**src/rtl/inst_mem_loader.sv**
```systemverilog
// ---------------------------------------------------------------------------
// inst_mem_loader
//
// Purpose:
//   Byte-stream loader for the writable instruction memory. A session begins
//   with a Start pulse, takes a two-byte big-endian word count N, then N
//   big-endian 32-bit words. Each completed word is written to consecutive
//   word addresses starting at BASE_ADDR. The CPU is held in reset while a
//   load is in progress and stays held if the load aborts, so a partial
//   image never runs.
//
// Ports:
//   clk          system clock, all logic on the rising edge
//   reset        synchronous, active-high reset
//   Start        one-cycle pulse that begins a load session
//   RxData       received byte
//   RxValid      one-cycle strobe, RxData valid this cycle
//   WriteEnable  one-cycle instruction-memory write strobe
//   WriteAddr    byte address of the write (word aligned)
//   WriteData    instruction word to write
//   CpuHold      high holds the CPU in reset
//   Busy         high while a session is in progress
//   Done         high after a successful load
//   Error        high after an aborted load
//   WordCount    words written in the current or last session
// ---------------------------------------------------------------------------
module inst_mem_loader #(
    parameter int          DEPTH          = 256,
    parameter logic [31:0] BASE_ADDR      = 32'h0000_0000,
    parameter int          TIMEOUT_CYCLES = 1000000
) (
    input  logic        clk,
    input  logic        reset,
    input  logic        Start,
    input  logic [7:0]  RxData,
    input  logic        RxValid,
    output logic        WriteEnable,
    output logic [31:0] WriteAddr,
    output logic [31:0] WriteData,
    output logic        CpuHold,
    output logic        Busy,
    output logic        Done,
    output logic        Error,
    output logic [15:0] WordCount
);

    typedef enum logic [2:0] {
        IDLE,
        LEN_HI,
        LEN_LO,
        DATA,
        DONE,
        ERROR
    } state_t;

    // Value the idle counter holds during the last allowed silent cycle.
    localparam logic [31:0] TIMEOUT_LAST = 32'(TIMEOUT_CYCLES) - 32'd1;

    state_t      state;
    state_t      state_next;
    logic [15:0] word_total;
    logic [1:0]  byte_idx;
    logic [23:0] word_buf;
    logic [31:0] idle_count;

    logic        loading;
    logic        session_start;
    logic        timeout_hit;
    logic        last_write;
    logic [15:0] header_len;

    assign loading       = (state == LEN_HI) || (state == LEN_LO) || (state == DATA);
    assign session_start = Start && ((state == IDLE) || (state == DONE) || (state == ERROR));

    // The counter reaches TIMEOUT_CYCLES at the end of this cycle, so the
    // abort lands exactly TIMEOUT_CYCLES silent cycles after the last byte.
    assign timeout_hit = (TIMEOUT_CYCLES != 0) && loading && !RxValid &&
                         (idle_count == TIMEOUT_LAST);

    // WordCount is already incremented while the strobe is high, so the
    // final write is the one where it equals the header count.
    assign last_write = WriteEnable && (WordCount == word_total);

    // Full header value as seen while the low byte is on RxData.
    assign header_len = {word_total[15:8], RxData};

    // State register.
    always_ff @(posedge clk) begin
        if (reset) begin
            state <= IDLE;
        end else begin
            state <= state_next;
        end
    end

    // Next-state decode and status outputs; status is a pure function of
    // the state so it changes in the same cycle as the state does.
    always_comb begin
        state_next = state;
        Busy       = 1'b0;
        CpuHold    = 1'b0;
        Done       = 1'b0;
        Error      = 1'b0;

        case (state)
            IDLE, DONE, ERROR: begin
                if (Start) begin
                    state_next = LEN_HI;
                end
            end
            LEN_HI: begin
                if (RxValid) begin
                    state_next = LEN_LO;
                end else if (timeout_hit) begin
                    state_next = ERROR;
                end
            end
            LEN_LO: begin
                if (RxValid) begin
                    if (header_len == 16'd0) begin
                        state_next = DONE;
                    end else if (32'(header_len) > 32'(DEPTH)) begin
                        state_next = ERROR;
                    end else begin
                        state_next = DATA;
                    end
                end else if (timeout_hit) begin
                    state_next = ERROR;
                end
            end
            DATA: begin
                if (last_write) begin
                    state_next = DONE;
                end else if (timeout_hit) begin
                    state_next = ERROR;
                end
            end
            default: begin
                state_next = IDLE;
            end
        endcase

        Busy    = loading;
        CpuHold = loading || (state == ERROR);
        Done    = (state == DONE);
        Error   = (state == ERROR);
    end

    // Datapath: header capture, word assembly, write strobe and the idle
    // timer. The first three bytes of a word shift into word_buf; the fourth
    // completes it and issues the write directly from RxData, which is what
    // lets the next word's first byte arrive during the write cycle.
    always_ff @(posedge clk) begin
        if (reset) begin
            WriteEnable <= 1'b0;
            WriteAddr   <= BASE_ADDR;
            WriteData   <= 32'd0;
            WordCount   <= 16'd0;
            word_total  <= 16'd0;
            byte_idx    <= 2'd0;
            word_buf    <= 24'd0;
            idle_count  <= 32'd0;
        end else begin
            WriteEnable <= 1'b0;

            if (session_start) begin
                WordCount  <= 16'd0;
                byte_idx   <= 2'd0;
                idle_count <= 32'd0;
            end else if (loading) begin
                if (RxValid) begin
                    idle_count <= 32'd0;
                    case (state)
                        LEN_HI: begin
                            word_total[15:8] <= RxData;
                        end
                        LEN_LO: begin
                            word_total[7:0] <= RxData;
                        end
                        DATA: begin
                            if (byte_idx == 2'd3) begin
                                WriteEnable <= 1'b1;
                                WriteData   <= {word_buf, RxData};
                                WriteAddr   <= BASE_ADDR + {14'd0, WordCount, 2'b00};
                                WordCount   <= WordCount + 16'd1;
                                byte_idx    <= 2'd0;
                            end else begin
                                word_buf <= {word_buf[15:0], RxData};
                                byte_idx <= byte_idx + 2'd1;
                            end
                        end
                        default: begin
                        end
                    endcase
                end else begin
                    idle_count <= idle_count + 32'd1;
                end
            end
        end
    end

endmodule

```
**config.mk**
```make
export PLATFORM = sky130hd
export DESIGN_NAME = inst_mem_loader
export DESIGN_NICKNAME = d
export VERILOG_FILES = /design/src/rtl/inst_mem_loader.sv
export SDC_FILE = /design/constraint.sdc
export NUM_CORES = 1
export LEC_CHECK = 0
export CELL_PAD_IN_SITES_DETAIL_PLACEMENT = 0
export CELL_PAD_IN_SITES_GLOBAL_PLACEMENT = 2
export CORE_UTILIZATION = 31
export CTS_CLUSTER_SIZE = 20
export DETAILED_ROUTE_END_ITERATION = 10
export PLACE_DENSITY = 0.9
export SYNTH_ARGS = -nofsm -noshare
export SYNTH_HDL_FRONTEND = slang
export SYNTH_SLANG_ARGS = --single-unit
```
**constraint.sdc**
```tcl
create_clock -name clk -period 3.1 [get_ports clk]
set_clock_uncertainty 0.2 [all_clocks]
set_input_delay 0.62 -clock clk [delete_from_list [all_inputs] [get_ports clk]]
set_output_delay 0.62 -clock clk [all_outputs]
set_load 0.1 [all_outputs]
```
==> implementation parameters, run 1 <==
Parameter                              Value

Finish
  Share of final-layout standard cells stronger than drive strength 1    15.5%
  Util after Layout    39.8%
  Seq. cell area    0.00284 mm2
  Synth-to-Final Area Change    25.4%
  Layout filler cell count    1978
  Nets@finish    849
  Area occupied by multi-input gates    0.00285 mm2
  Inserted Diodes    0

STA
  Post-route fraction of the period consumed by the critical path    87.1%
  Count of endpoints failing setup in the final report    0
  Slew at the pin closest to its max-slew limit    0.807 ns
  Final Max Tran Viols    0
  Fmax    370 MHz
  Total Neg Setup Slack    0 ns
  Clock period minus final worst setup slack    2.70 ns
  Rel. slew slack    45.7%
  Final hold violation count    0
  Worst slack on hold paths    0.254 ns
  RSZ-0062 raised after global routing    no

Floorplanning
  Die height    141 um
  Die W    141 um
  Io pins    97
  Total die area    0.0198 mm2
  Placement Rows    50
  Core area    0.0188 mm2
  Initial core utilization    31.7%

Clock network
  Level count of the clock H-tree    4
  Clock-pin transition on the worst setup and hold timing paths    0.06 ns
  Master cell of the clock root buffer    sky130_fd_sc_hd__clkbuf_16
  Number of buffers inserted by post-CTS setup repair    0
  CTS Hold Bufs    0
  TritonCTS clock tree    built
  Number of buffers created by CTS    17
  Number of sinks on the clock net    142
  Post-cts sizing count    0
  Deepest clock path buffer count    2
  Clk Latency, worst-skew pair    0.42 ns

Hold path
  Hold/Removal Path Class    reg2reg

Setup path
  Critical path capture point type    output port
  Biggest fanout along the worst timing path    8
  Cell with the largest stage delay on the worst path    sky130_fd_sc_hd__dfxtp_1
  Required time at the worst-slack endpoint    2.28 ns
  Kind of launch point of the worst setup path    register
  Ordered list of cells on the worst path    inv_1, o21ai_1, inv_1, buf_4, buf_4
  Crit-path max cell delay    0.45 ns
  Critical Setup Path Class    reg2out
  Data arrival time of the worst path    1.88 ns

Logic synthesis
  Post-synth top area cell    sky130_fd_sc_hd__dfxtp_1
  Synthesized instance count    757
  Yosys reg bits    142
  Synth top area cells    sky130_fd_sc_hd__dfxtp_1, sky130_fd_sc_hd__nand2_1, sky130_fd_sc_hd__a21oi_1
  Average instance area after synthesis    7.90 um2
  Area share of the largest cell type after synthesis    47.6%
  Syn Std Cell Area    0.00598 mm2
  Number of enable flip-flop cells after synthesis    0
  Post-synth top cells    sky130_fd_sc_hd__nand2_1, sky130_fd_sc_hd__dfxtp_1, sky130_fd_sc_hd__a21oi_1
  Fraction of registers with async set or reset after synthesis    0%
  Number of distinct standard cells referenced by the synthesized netlist    42
  Cell with the most instances after synthesis    sky130_fd_sc_hd__nand2_1
  Yosys synthesis warning count    0
  Primary FF master, synth    sky130_fd_sc_hd__dfxtp_1
  Register area share after synthesis    47.6%

Global routing
  Wire length of the first global-routing pass    25800 um
  Initial antenna violation count    0
  Via count of the first global-routing pass    4814
  Overflow left after global routing    0
  GR Util All Layers    16.7%
  Maximum number of pins on one net before global-route repair    61

Detailed routing
  Routed length per placed instance    14.2 um
  Iteration-0 DRC Markers    328
  DRT antenna net count    0
  Wirelength, routed    15700 um
  DRC    0
  Via-per-instance ratio    4.73
  Total iterations of the first detailed-routing run    4
  Total number of vias    5236

Placed design
  GP Congestion    0.765
  Port buffer count    80
  HPWL after DPL    10800 um

Run
  Total of max-cap violations    0

Power
  LEAKAGE    2.63 nW
  Worst IR Drop VDD    0.419 mV
  Total power    0.00419 W
  Power per standard cell area    559 mW/mm2

Run status
  Status    finished clean
==> final timing paths <==
| kind | from | slack (ns) | to | cells past startpoint |
|---|---|---|---|---|
| hold / removal | WriteAddr[8] | 0.25 | WriteAddr[8] | 2 |
| hold reg to reg | WriteAddr[8] | 0.25 | WriteAddr[8] | 2 |
| setup reg to reg | state[2] | 0.55 | idle_count[29] | 7 |
| setup / recovery | state[2] | 0.40 | Busy | 5 |
==> power by group <==
group / switching, W / leakage (nW) / internal, W
registers: 0.00000726 / 1.14 / 0.00183
logic: 0.000198 / 1.18 / 0.0000529
clock network: 0.000935 / 0.302 / 0.00117
==> per-stage QoR <==
| stage | setup slack (ns) | instance area, um2 | cells |
|---|---|---|---|
| CTS | 0.381 | 7500 | 1107 |
| global placement | 0.113 | 6880 | 1075 |
| finish | 0.398 | 7500 | 1107 |
| detailed placement | 0.100 | 6880 | 1075 |
| floorplan | 0.362 | 6030 | 772 |
| global route | 0.256 | 7500 | 1107 |
==> layout make-up <==
class / instances / area share, %
multi-input cells: 557 / 38.0
well taps: 260 / 4.34
repair buffers: 105 / 11.0
flip-flops and latches: 142 / 37.9
clock buffers: 17 / 5.67
inverters: 11 / 0.551
clock inverters: 15 / 2.54
==> flip-flops by register name (all words and copies together), names as in the netlist <==
register     count
WordCount       16
WriteEnable      1
word_total      16
WriteAddr       16
state            3
byte_idx         2
WriteData       32
word_buf        24
idle_count      32
==> cell usage in the layout, fill, tap and decap left out, types with 4 or more instances in the layout <==
cell	netlist	routed
sky130_fd_sc_hd__xor2_1	9	9
sky130_fd_sc_hd__inv_1	11	11
sky130_fd_sc_hd__dfxtp_1	142	142
sky130_fd_sc_hd__nor3_1	9	9
sky130_fd_sc_hd__o31ai_1	6	6
sky130_fd_sc_hd__and4_1	4	4
sky130_fd_sc_hd__nor2_1	41	41
sky130_fd_sc_hd__xnor2_1	38	38
sky130_fd_sc_hd__o21ai_0	10	10
sky130_fd_sc_hd__nand3_1	22	21
sky130_fd_sc_hd__buf_4	17	93
sky130_fd_sc_hd__and3_1	8	7
sky130_fd_sc_hd__nand4_1	10	10
sky130_fd_sc_hd__nor4_1	17	17
sky130_fd_sc_hd__a21oi_1	112	112
sky130_fd_sc_hd__clkbuf_16	0	17
sky130_fd_sc_hd__nand2_1	205	205
sky130_fd_sc_hd__clkdlybuf4s50_1	0	10
sky130_fd_sc_hd__inv_8	0	6
sky130_fd_sc_hd__or3_1	11	11
sky130_fd_sc_hd__conb_1	1	16
sky130_fd_sc_hd__or4_1	8	8
sky130_fd_sc_hd__nor4b_1	4	4
==> cell families after synthesis <==
group / share of synthesized area (%)
flops: 47.6
compound gates: 12.3
buf+inv: 5.84
other cells: 0.0627
simple gates: 26.7
fa+ha+maj: 0.628
xor+xnor: 6.89
==> per-layer routing <==
layer / vias to the layer above / GRT usage (%) / routed length [um]
met5: - / 0 / 0
li1: 2675 / - / -
met3: 12 / 4.01 / 606
met4: 0 / 5.78 / 139
met1: 2457 / 22.5 / 7680
met2: 92 / 25.8 / 7290
==> worst max-delay path: cells and delay by family (launching register included) <==
kind | cells | cell delay, ns
buf+inv | 4 | 0.78
flops | 1 | 0.45
compound gates | 1 | 0.23
Note: power is estimated with default switching activity, not from simulation.
==> run 2, diff against run 1 <==
--- a/config.mk
+++ b/config.mk
@@ -5,6 +5,7 @@
 export SDC_FILE = /design/constraint.sdc
 export NUM_CORES = 1
 export LEC_CHECK = 0
+export ABC_CLOCK_PERIOD_IN_PS = 3100
 export CELL_PAD_IN_SITES_DETAIL_PLACEMENT = 0
 export CELL_PAD_IN_SITES_GLOBAL_PLACEMENT = 2
 export CORE_UTILIZATION = 31
==> results of run 2 <==
No change in the layout: final DEF, timing and power equal those of run 1.
==> run 3, diff against run 2 <==
--- a/config.mk
+++ b/config.mk
@@ -9,6 +9,7 @@
 export CELL_PAD_IN_SITES_DETAIL_PLACEMENT = 0
 export CELL_PAD_IN_SITES_GLOBAL_PLACEMENT = 2
 export CORE_UTILIZATION = 31
+export CTS_CLUSTER_DIAMETER = 60
 export CTS_CLUSTER_SIZE = 20
 export DETAILED_ROUTE_END_ITERATION = 10
 export PLACE_DENSITY = 0.9
==> results of run 3 <==
No change in the layout: final DEF, timing and power equal those of run 1.
